File: src/rtl/free_play_pkg.sv
// Shared definitions for the free-play engine.
//   - FSM state encodings as seen on the engine's state output
//   - indices of the three raw buttons
//   - hp_of(): clock cycles per half period of a tone
//   - base_freq(): note frequencies of the stored base octave, up to 16 keys
package free_play_pkg;

   typedef enum logic [1:0] {
      ST_IDLE    = 2'b00,
      ST_PLAY    = 2'b01,
      ST_SUSTAIN = 2'b10
   } state_e;

   localparam int BTN_DOWN    = 0;
   localparam int BTN_UP      = 1;
   localparam int BTN_SUSTAIN = 2;

   // Half period in clock cycles, rounded down.
   function automatic int unsigned hp_of(input int unsigned freq_hz, input int unsigned clk_hz);
      return clk_hz / (2 * freq_hz);
   endfunction

   // C D E F G A B C' D' E' F' G' A' B' C'' D'' of the base octave.
   function automatic int unsigned base_freq(input int idx);
      case (idx)
         0:       return 262;
         1:       return 294;
         2:       return 330;
         3:       return 349;
         4:       return 392;
         5:       return 440;
         6:       return 494;
         7:       return 523;
         8:       return 587;
         9:       return 659;
         10:      return 698;
         11:      return 784;
         12:      return 880;
         13:      return 988;
         14:      return 1047;
         15:      return 1175;
         default: return 262;
      endcase
   endfunction

endpackage

File: src/rtl/free_play_engine_btn_debounce.sv
// Button conditioner: two-flop synchroniser, stability counter and a one-shot
// event pulse.
//   clk_i    system clock
//   reset_i  synchronous active-high reset
//   btn_i    raw asynchronous button level
//   pulse_o  one-cycle registered pulse, issued once per press after the
//            synchronised level has been high for DEBOUNCE_CYCLES cycles
module btn_debounce #(
   parameter int unsigned DEBOUNCE_CYCLES = 1_000_000
) (
   input  logic clk_i,
   input  logic reset_i,
   input  logic btn_i,
   output logic pulse_o
);

   localparam int CNT_W = $clog2(DEBOUNCE_CYCLES + 1);

   logic             sync1_q, sync2_q;
   logic [CNT_W-1:0] cnt_q, cnt_d;
   logic             fired_q, fired_d;
   logic             pulse_q, pulse_d;

   // Count stable-high cycles; any low sample restarts the count and re-arms
   // the pulse. fired_q blocks a second pulse while the button stays down.
   always_comb begin
      cnt_d   = cnt_q;
      fired_d = fired_q;
      pulse_d = 1'b0;
      if (!sync2_q) begin
         cnt_d   = '0;
         fired_d = 1'b0;
      end else if (!fired_q) begin
         if (cnt_q == CNT_W'(DEBOUNCE_CYCLES - 1)) begin
            pulse_d = 1'b1;
            fired_d = 1'b1;
         end else begin
            cnt_d = cnt_q + 1'b1;
         end
      end
   end

   // Synchroniser and counter registers.
   always_ff @(posedge clk_i) begin
      if (reset_i) begin
         sync1_q <= 1'b0;
         sync2_q <= 1'b0;
         cnt_q   <= '0;
         fired_q <= 1'b0;
         pulse_q <= 1'b0;
      end else begin
         sync1_q <= btn_i;
         sync2_q <= sync1_q;
         cnt_q   <= cnt_d;
         fired_q <= fired_d;
         pulse_q <= pulse_d;
      end
   end

   assign pulse_o = pulse_q;

endmodule

File: src/rtl/free_play_engine.sv
// Free-play piano engine: key selection, octave control, timed sustain and
// square-wave tone generation driving the buzzer directly.
//   clk_i        system clock
//   reset_i      synchronous active-high reset
//   en_i         mode enable; low acts as reset for everything but the debouncers
//   button_i     raw buttons: [0] octave down, [1] octave up, [2] sustain toggle
//   sw_i         key switches, 1 = pressed; highest set index wins
//   melody_o     buzzer square wave
//   ledsw_o      sw_i mirrored, gated by en_i
//   ledrange_o   one-hot current octave
//   note_idx_o   index of the sounding (or last) key
//   octave_o     current octave index
//   state_o      00 idle, 01 play, 10 sustain
//   sustain_on_o sustain mode flag
module free_play_engine
   import free_play_pkg::*;
#(
   parameter int unsigned NUM_KEYS        = 8,
   parameter int unsigned NUM_OCTAVES     = 3,
   parameter int unsigned BASE_OCT        = 1,
   parameter int unsigned CLK_HZ          = 100_000_000,
   parameter int unsigned DEBOUNCE_CYCLES = 1_000_000,
   parameter int unsigned SUSTAIN_CYCLES  = 25_000_000,
   parameter int unsigned HP_W            = 24,
   localparam int KEY_W = (NUM_KEYS > 1) ? $clog2(NUM_KEYS) : 1,
   localparam int OCT_W = (NUM_OCTAVES > 1) ? $clog2(NUM_OCTAVES) : 1
) (
   input  logic                   clk_i,
   input  logic                   reset_i,
   input  logic                   en_i,
   input  logic [2:0]             button_i,
   input  logic [NUM_KEYS-1:0]    sw_i,
   output logic                   melody_o,
   output logic [NUM_KEYS-1:0]    ledsw_o,
   output logic [NUM_OCTAVES-1:0] ledrange_o,
   output logic [KEY_W-1:0]       note_idx_o,
   output logic [OCT_W-1:0]       octave_o,
   output logic [1:0]             state_o,
   output logic                   sustain_on_o
);

   localparam int HOLD_W = $clog2(SUSTAIN_CYCLES + 1);
   localparam logic [NUM_OCTAVES-1:0] RANGE_RST = NUM_OCTAVES'(1) << BASE_OCT;

   logic [2:0]             btnEvent;
   logic [HP_W-1:0]        hpTable [NUM_KEYS];
   logic [HP_W-1:0]        hpBase, hpCur;
   logic [KEY_W-1:0]       keyIdx;
   logic                   keyPressed;
   logic                   restart;

   state_e                 state_q, state_d;
   logic [OCT_W-1:0]       octave_q, octave_d;
   logic                   sustain_q, sustain_d;
   logic [KEY_W-1:0]       note_q, note_d;
   logic [NUM_KEYS-1:0]    ledsw_q, ledsw_d;
   logic [NUM_OCTAVES-1:0] ledrange_q, ledrange_d;
   logic                   melody_q, melody_d;
   logic [HP_W-1:0]        toneCnt_q, toneCnt_d;
   logic [HOLD_W-1:0]      holdCnt_q, holdCnt_d;

   for (genvar b = 0; b < 3; b++) begin : g_btn
      btn_debounce #(.DEBOUNCE_CYCLES(DEBOUNCE_CYCLES)) u_debounce (
         .clk_i   (clk_i),
         .reset_i (reset_i),
         .btn_i   (button_i[b]),
         .pulse_o (btnEvent[b])
      );
   end

   // Half-period table of the base octave, folded to constants at elaboration.
   for (genvar g = 0; g < NUM_KEYS; g++) begin : g_hp
      assign hpTable[g] = HP_W'(hp_of(base_freq(g), CLK_HZ));
   end

   // Highest pressed key wins, so the loop lets later indices overwrite.
   always_comb begin
      keyIdx = '0;
      for (int i = 0; i < NUM_KEYS; i++) begin
         if (sw_i[i]) keyIdx = KEY_W'(i);
      end
   end
   assign keyPressed = |sw_i;

   // Octaves above the base halve the period per step, octaves below double it.
   always_comb begin
      hpBase = hpTable[note_q];
      if (octave_q >= OCT_W'(BASE_OCT)) hpCur = hpBase >> (octave_q - OCT_W'(BASE_OCT));
      else                              hpCur = hpBase << (OCT_W'(BASE_OCT) - octave_q);
   end

   // Next-state logic for the FSM, octave/sustain controls and tone counter.
   // restart clears the tone counter without touching the melody level, so a
   // new note or octave produces its first edge a full half period later.
   always_comb begin
      state_d    = state_q;
      octave_d   = octave_q;
      sustain_d  = sustain_q;
      note_d     = note_q;
      ledsw_d    = ledsw_q;
      ledrange_d = ledrange_q;
      melody_d   = melody_q;
      toneCnt_d  = toneCnt_q;
      holdCnt_d  = holdCnt_q;
      restart    = 1'b0;
      if (!en_i) begin
         state_d    = ST_IDLE;
         octave_d   = OCT_W'(BASE_OCT);
         sustain_d  = 1'b0;
         note_d     = '0;
         ledsw_d    = '0;
         ledrange_d = RANGE_RST;
         melody_d   = 1'b0;
         toneCnt_d  = '0;
         holdCnt_d  = '0;
      end else begin
         ledsw_d = sw_i;
         if (btnEvent[BTN_UP] && !btnEvent[BTN_DOWN] &&
             octave_q != OCT_W'(NUM_OCTAVES - 1)) begin
            octave_d = octave_q + 1'b1;
         end else if (btnEvent[BTN_DOWN] && !btnEvent[BTN_UP] && octave_q != '0) begin
            octave_d = octave_q - 1'b1;
         end
         ledrange_d = NUM_OCTAVES'(1) << octave_d;
         if (btnEvent[BTN_SUSTAIN]) sustain_d = !sustain_q;
         restart = (octave_d != octave_q);

         case (state_q)
            ST_IDLE: begin
               if (keyPressed) begin
                  state_d = ST_PLAY;
                  note_d  = keyIdx;
                  restart = 1'b1;
               end
            end
            ST_PLAY: begin
               if (keyPressed) begin
                  if (keyIdx != note_q) begin
                     note_d  = keyIdx;
                     restart = 1'b1;
                  end
               end else if (sustain_q) begin
                  state_d   = ST_SUSTAIN;
                  holdCnt_d = '0;
               end else begin
                  state_d = ST_IDLE;
               end
            end
            ST_SUSTAIN: begin
               if (keyPressed) begin
                  state_d = ST_PLAY;
                  note_d  = keyIdx;
                  restart = 1'b1;
               end else if (btnEvent[BTN_SUSTAIN] && sustain_q) begin
                  state_d = ST_IDLE;
               end else if (holdCnt_q == HOLD_W'(SUSTAIN_CYCLES - 1)) begin
                  state_d = ST_IDLE;
               end else begin
                  holdCnt_d = holdCnt_q + 1'b1;
               end
            end
            default: state_d = ST_IDLE;
         endcase

         if (state_d == ST_IDLE) begin
            melody_d  = 1'b0;
            toneCnt_d = '0;
         end else if (restart) begin
            toneCnt_d = '0;
         end else if (toneCnt_q == hpCur - 1'b1) begin
            melody_d  = !melody_q;
            toneCnt_d = '0;
         end else begin
            toneCnt_d = toneCnt_q + 1'b1;
         end
      end
   end

   // State and output registers.
   always_ff @(posedge clk_i) begin
      if (reset_i) begin
         state_q    <= ST_IDLE;
         octave_q   <= OCT_W'(BASE_OCT);
         sustain_q  <= 1'b0;
         note_q     <= '0;
         ledsw_q    <= '0;
         ledrange_q <= RANGE_RST;
         melody_q   <= 1'b0;
         toneCnt_q  <= '0;
         holdCnt_q  <= '0;
      end else begin
         state_q    <= state_d;
         octave_q   <= octave_d;
         sustain_q  <= sustain_d;
         note_q     <= note_d;
         ledsw_q    <= ledsw_d;
         ledrange_q <= ledrange_d;
         melody_q   <= melody_d;
         toneCnt_q  <= toneCnt_d;
         holdCnt_q  <= holdCnt_d;
      end
   end

   assign melody_o     = melody_q;
   assign ledsw_o      = ledsw_q;
   assign ledrange_o   = ledrange_q;
   assign note_idx_o   = note_q;
   assign octave_o     = octave_q;
   assign state_o      = state_q;
   assign sustain_on_o = sustain_q;

endmodule

File: config.mk
export PLATFORM = sky130hd
export DESIGN_NAME = free_play_engine
export DESIGN_NICKNAME = d
export VERILOG_FILES = /design/src/rtl/free_play_pkg.sv /design/src/rtl/free_play_engine_btn_debounce.sv /design/src/rtl/free_play_engine.sv
export SDC_FILE = /design/constraint.sdc
export NUM_CORES = 1
export LEC_CHECK = 0
export ABC_AREA = 0
export CORE_ASPECT_RATIO = 1.75
export CORE_MARGIN = 5
export CORE_UTILIZATION = 30
export DETAILED_ROUTE_END_ITERATION = 8
export MAX_ROUTING_LAYER = met4
export PLACE_DENSITY = 0.49
export SYNTH_ARGS = -nofsm -noshare
export SYNTH_HDL_FRONTEND = slang
export SYNTH_SLANG_ARGS = --single-unit
File: constraint.sdc
create_clock -name clk_i -period 4.4 [get_ports clk_i]
set_input_delay 0.66 -clock clk_i [delete_from_list [all_inputs] [get_ports clk_i]]
set_output_delay 0.66 -clock clk_i [all_outputs]
set_load 0.05 [all_outputs]
---- Yosys cells after proc, flatten, opt, wreduce, memory -nomap -nowiden ----
Memory sizes are Yosys's and may differ from the RTL's.
Index checks and enable logic that the tools add are counted.
cells by class
  add/subtract/negate cells ............... 9
  reduce and logical (&&, ||, !) cells .... 31
  order comparisons ....................... 2
  mux-type cells .......................... 42
  equal/unequal tests ..................... 18
  bitwise logic cells ..................... 12
  shift-type cells ........................ 3
operator list
  operator                                             count
  2-to-1 mux 25 bit                                    5
  2-to-1 mux 24 bit                                    3
  adder 20 x 1 -> 20 bit (second input constant)       3
  equality test 20 bit (second input constant)         3
  one-hot mux 25 bit (2 select lines)                  1
  2-to-1 mux 3 bit                                     9
  adder 25 x 1 -> 25 bit (second input constant)       1
  equality test 25 bit (second input constant)         1
  adder 24 x 1 -> 24 bit (second input constant)       1
  equality test 24 bit                                 1
  << shifter 24 x 2 -> 24 bit                          1
  >> shifter 24 x 2 -> 24 bit                          1
  subtractor 24 x 1 -> 24 bit (second input constant)  1
  2-to-1 mux 2 bit                                     10
  != test 2 bit (second input constant)                8
  OR reduction 3 bit                                   4
  2-to-1 mux 1 bit                                     11
  NOT 1 bit                                            11
  OR reduction 2 bit                                   5
  AND reduction 2 bit                                  4
  OR reduction 8 bit                                   1
  one-hot mux 2 bit (3 select lines)                   1
  one-hot mux 3 bit (2 select lines)                   1
  AND reduction 6 bit                                  1
  other kinds (19)                                     29
storage, ports and cells
  output and inout bits ................... 20
  input bits .............................. 14
  flip-flop bits (word level) ............. 141
  memories kept ........................... 1
  logic and storage cells ................. 142
  memory bits (read-only) ................. 192
memory list
  name             depth  bits a word  rd ports  clocked after Yosys merged registers in  wr ports  RTL line                source
  (no name shown)  8      24           1         0                                        0         free_play_engine.sv:87  hpBase = hpTable[note_q];

---- Depth between registers and ports, before layout ----
  depth in word-level cells ............... 14
  mapped depth ............................ 21
  mapped depth without buffers ............ 16

---- Hierarchy ----
From an unflattened synthesis, not the netlist that was laid out.
second synthesis, totals
  cells, all modules ...................... 1059
  area total of the unflattened synthesis .. 8831.0 µm²
modules (own cells, without submodules)
  module            cells each  instances  sequential area each (µm²)  area each (µm²)
  free_play_engine  672         1          1381.3                      5422.7
  btn_debounce      129         3          480.5                       1136.1

---- Worst setup path after synthesis ----
No wires, ideal clock.
  path kind ............................... reg-to-reg
  start ................................... register octave_q[0], in the netlist octave_o[0]
  end ..................................... register toneCnt_q[1]
  stages on the path, launching flop included .. 20
  path buffers ............................ 4
  clock period less this slack ............ 4.595 ns
  required time ........................... 4.261 ns
  arrival time ............................ 4.456 ns
  library setup time ...................... 0.139 ns
  setup slack ............................. -0.195 ns
  cells stage by stage .................... dfxtp_1 buf_6 buf_6 inv_1 buf_2 ha_1 buf_2 nor3b_1 a31oi_1 and3_1 ha_1 xor2_1 nor4_1 nand2_1 nor4_1 nor3_1 a2111oi_0 nand4_1 nor4_4 nor3b_1
between the ends
  longest elaborated chain between the ends .. 11
  elaborated cells between the ends (all ways) .. 23
  those cells by class .................... add/sub (4); order compare (1); eq/ne (3); shift (2); mux (9); reduce/logical (4)
RTL lines
  element                                                                               RTL line                 source
  start, declared                                                                       free_play_engine.sv:53   logic [OCT_W-1:0] octave_q, octave_d;
  start signal, assigned                                                                free_play_engine.sv:183  octave_q <= OCT_W'(BASE_OCT);
  start signal, assigned                                                                free_play_engine.sv:193  octave_q <= octave_d;
  parallel branches: the longest is 10 deep, another holds subtractor 24 x 1 -> 24 bit  --
  OR reduction 5 bit (no source line) *                                                 --
  end signal, assigned                                                                  free_play_engine.sv:199  toneCnt_q <= toneCnt_d;
  end, declared                                                                         free_play_engine.sv:59   logic [HP_W-1:0] toneCnt_q, toneCnt_d;
Every way passes the cells marked *. The select of a mux whose other input is x is not followed.
A chain may end at the register's enable or synchronous reset.

---- Worst setup path in the final report ----
  start ................................... register note_q[0], in the netlist note_idx_o[0]
  end ..................................... register toneCnt_q[13]
between the ends
  longest elaborated chain between the ends .. 9
  elaborated cells between the ends (all ways) .. 15
  those cells by class .................... add/sub (1); eq/ne (2); shift (2); mux (7); bitwise (1); reduce/logical (1); memory (1)
RTL lines
  element                                                                            RTL line                                        source
  start, declared                                                                    free_play_engine.sv:55                          logic [KEY_W-1:0] note_q, note_d;
  start signal, assigned                                                             free_play_engine.sv:195                         note_q <= note_d;
  NOT 3 -> 4 bit (implied by the code)                                               free_play_engine.sv:87
  memory read (8 x 24 bit)                                                           --
  2-to-1 mux 24 bit (implied by the code) (2 in a row)                               free_play_engine.sv:87
  << shifter 24 x 2 -> 24 bit / >> shifter 24 x 2 -> 24 bit (equally long branches)  free_play_engine.sv:89, free_play_engine.sv:88
  2-to-1 mux 24 bit                                                                  free_play_engine.sv:88                          if (octave_q >= OCT_W'(BASE_OCT)) hpCur = hpBase >> (octave_q - OCT_W'(BASE_OCT));
  subtractor 24 x 1 -> 24 bit                                                        free_play_engine.sv:170                         end else if (toneCnt_q == hpCur - 1'b1) begin
  equality test 24 bit                                                               free_play_engine.sv:170
  OR reduction 5 bit (no source line) *                                              --
Mark *: on every way between the ends. The rest lies on a longest branch, timed or not. The select of a mux whose other input is x is not followed.

==> flow_summary_export.csv <==
group,metric,value,unit
finish,n_fill_cell,3110,
job,max_cap_viol_count,0,
floorplan,die_area,32340,sq um
logic_synthesis,synth_edf_count,0,
worst_setup_path,worstRegToRegCells,15,
finish,stdcell_area,10160,sq um
worst_setup_path,crit_chain,"inv_1 > ha_1 > inv_1 > mux4_2 > o221a_2 > ha_1 > xnor2_1 > nor4_1 > nand4_1 > a31o_2 > a2111oi_2 > nand4_1 > nor4_4 > buf_4 > nor3_1",
floorplan,core,28520,sq um
global_routing,grt_antenna_before_repair,0,
timing,rsz0062_at_grt,"no",
worst_setup_path,required,4.68,ns
global_routing,grt-ovfl-total,0,
clock_network,cts_tree,"done",
power,intPower,2.324,mW
finish,fin_util,0.3561,
power,total_power,3.100,mW
timing,fin_skew,0.009253,ns
route,drt_first_pass_iters,7,
worst_setup_path,critPathBufInv,3,
route,wl,26020,um
route,ant_nets,0,
timing,timing.final.crit_share,0.9239,
hold_path,hold_class,"register to register",
timing,max_freq,246.0,MHz
clock_network,max-clock-path-buffers,2,
clock_network,clock_sinks,141,
power,power.density,305.2,nW/um^2
placed_design,dp.final_hpwl,19970,um
worst_setup_path,crit_family,"simple AND/OR/NAND/NOR gates",
power,power_switching,0.7759,mW
worst_setup_path,max_stage_delay,0.45,ns
worst_setup_path,crit_path_top_delay_cell,"mux4_2",
logic_synthesis,synthCells,1070,
logic_synthesis,ys.flop_type,"dfxtp_1",
worst_setup_path,crit_path_start,"note_idx_o[0]",
floorplan,die_y,234.2,um
global_routing,grt_pass1_wl,41830,um
logic_synthesis,yosys-top-cells-area,"dfxtp_1 33%, nor2_1 5.8%, xnor2_1 5.7%, xor2_1 5.5%, nand3_1 3.5%",
route,viasPerCell,5.354,
route,vias,8042,
logic_synthesis,yosysTopAreaCellShare,0.3276,
timing,slew_violations,0,
finish,num_antenna_cells,0,
floorplan,fp.dieW,138.1,um
worst_setup_path,endpoint_kind,"register",
clock_network,cts_setup_buffers,0,
clock_network,clock-root-buffer,"clkbuf_16",
route,drc,0,
clock_network,cts.htree.levels,4,
global_routing,grt_max_degree,66,
logic_synthesis,yosysWarnings,0,
logic_synthesis,ys_seq_area_frac,0.3276,
clock_network,holdBufCountCts,0,
power,pwr-share-comb,0.097,
timing,setup_viol,0,
logic_synthesis,synth-async-reset-ratio,0,
logic_synthesis,netlist_area,8616,sq um
power,p_seq_frac,0.416,
placed_design,dp.cells,1471,
clock_network,insertion_delay,0.44,ns
timing,hold_viol_final,0,
worst_setup_path,cp_max_fo,10,
worst_setup_path,r2r-start,"note_idx_o[0]",
route,drtIter0Drc,414,
timing,setup_tns,0,ns
power,power.share.switching,0.2503,
logic_synthesis,synth.avg_cell_area,8.052,sq um
route,wl_per_cell,17.33,um
worst_setup_path,path_class,"register to register",
placed_design,post_dp_cell_area,9538,sq um
worst_setup_path,critical_path_arrival,4.34,ns
logic_synthesis,synth_fp_nets,1102,
clock_network,clk_pin_slew,0.06,ns
placed_design,port_buffers,33,
global_routing,grt.total_usage,0.1661,
floorplan,initial_core_util,0.3021,
finish,fin_nets,1144,
finish,syn_to_final_growth,17.88,%
logic_synthesis,ys_types,82,
logic_synthesis,synth_top_cell_by_area,"dfxtp_1",
floorplan,row_count,82,
worst_setup_path,worst-path-stages,15,
power,power_frac_clock,0.487,
power,ir_drop,0.3060,mV
global_routing,grt_pass1_vias,8075,
worst_setup_path,startpoint_type,"register",
placed_design,gp_congestion,0.9894,
run_status,status,"finished, final reports clean",
power,p_leak,3.432,nW
floorplan,num_io_pins,34,
finish,layout-drive-gt1-share,0.09786,
finish,final_cells,1502,
clock_network,cts-buffers-inserted,17,
timing,layout_min_cycle_time,4.065,ns
timing,worst_pin_slew,1.018,ns
hold_path,holdPathStages,1,
logic_synthesis,ys_ff_latch,141,
hold_path,holdCritStartpoint,"g_btn[2].u_debounce.fired_q",
timing,relSlewSlack,0.3210,
[registers in the layout, indices dropped and copies added, names as in the netlist]
name,flops
g_btn.u_debounce.cnt_q,60
holdCnt_q,25
toneCnt_q,24
ledsw_o,8
g_btn.u_debounce.fired_q,3
g_btn.u_debounce.pulse_o,3
g_btn.u_debounce.sync1_q,3
g_btn.u_debounce.sync2_q,3
ledrange_o,3
note_idx_o,3
octave_o,2
state_o,2
melody_o,1
sustain_on_o,1
[cell usage after synthesis, types with 6 or more instances]
master       n
a211oi_1     8
a21oi_1     38
a31oi_1      7
and2_1      20
and3_1      24
and4_1       9
buf_2       19
clkbuf_1    27
dfxtp_1    141
ha_1        18
inv_1       22
mux2i_1     18
nand2_1     79
nand2b_1    12
nand3_1     61
nand4_1     36
nor2_1     134
nor2b_1     29
nor3_1      46
nor3b_1     10
nor4_1      11
o2111ai_1    6
o21ai_0     38
o31ai_1      6
or3_1       24
xnor2_1     56
xor2_1      54
[cells in the final DEF, fill, tap and decap left out, types with 7 or more instances in the layout]
cell type / count
ha_1: 17
a211oi_1: 8
and2_1: 20
inv_1: 22
clkbuf_16: 17
nand3_1: 61
xor2_1: 54
a21oi_1: 38
clkdlybuf4s50_1: 33
nand2b_1: 12
mux2i_1: 18
nand4_1: 36
o21ai_0: 38
nor3b_1: 9
xnor2_1: 56
dfxtp_1: 140
a31oi_1: 7
and3_1: 24
nor4_1: 10
nor3_1: 46
nand2_1: 79
or3_1: 24
buf_4: 42
and4_1: 9
nor2b_1: 29
nor2_1: 134
[logic make-up after synthesis]
kind of cell	count (synthesis)	synth area share
simple gates	526	0.3202
compound gates	172	0.1387
flops	141	0.3276
xor+xnor	110	0.1118
buf+inv	76	0.03892
mux	27	0.03659
fa+ha+maj	18	0.02614
[stage by stage]
| step | hold slack, ns | setup WS [ns] |
|---|---|---|
| after floorplan | 0.3972 | 0.04471 |
| after global placement | 0.4041 | 0.3050 |
| after detailed placement | 0.4082 | 0.2070 |
| after CTS | 0.4178 | 0.2027 |
| after global routing | 0.4329 | 0.04821 |
| final | 0.4130 | 0.3348 |
[final timing paths]
check	slack [ns]	end
max	0.33	toneCnt_q[13]
min	0.41	g_btn[2].u_debounce.pulse_o
min reg2reg	0.41	g_btn[2].u_debounce.pulse_o
max reg2reg	0.33	toneCnt_q[13]
[layout make-up]
type / count / area, sq um / area share
multi-input combinational: 853 / 5482 / 0.5397
inverter: 22 / 82.58 / 0.008131
tap: 378 / 473.0 / 0.04657
clock inverter: 12 / 156.4 / 0.01540
sequential: 141 / 2824 / 0.2781
clock buffer: 19 / 452.9 / 0.04460
timing repair buffer: 77 / 685.7 / 0.06751
[per-layer routing]
metal	global-route usage	vias up	share of wire
met5	-	-	0
met4	0.09394	0	0.052
met3	0.03040	78	0.036
met2	0.3178	225	0.55
met1	0.1543	3816	0.37
li1	-	3923	-
[timing repair]
action | 4_1_cts | 5_1_grt
endpoints found under the setup margin | 0 | 11
endpoints found under the hold margin | 0 | 0
resized for setup | 0 | 3
[power by group through the flow]
stage | combinational, mW | clock [mW] | sequential (mW)
finish | 0.301 | 1.51 | 1.29
global placement | 0.296 | 0 | 1.32
global route | 0.323 | 1.61 | 1.29
floorplan | 0.175 | 0 | 1.34
detailed placement | 0.294 | 0 | 1.32
CTS | 0.295 | 1.56 | 1.29
No activity file was read; power rests on OpenSTA's default activity.
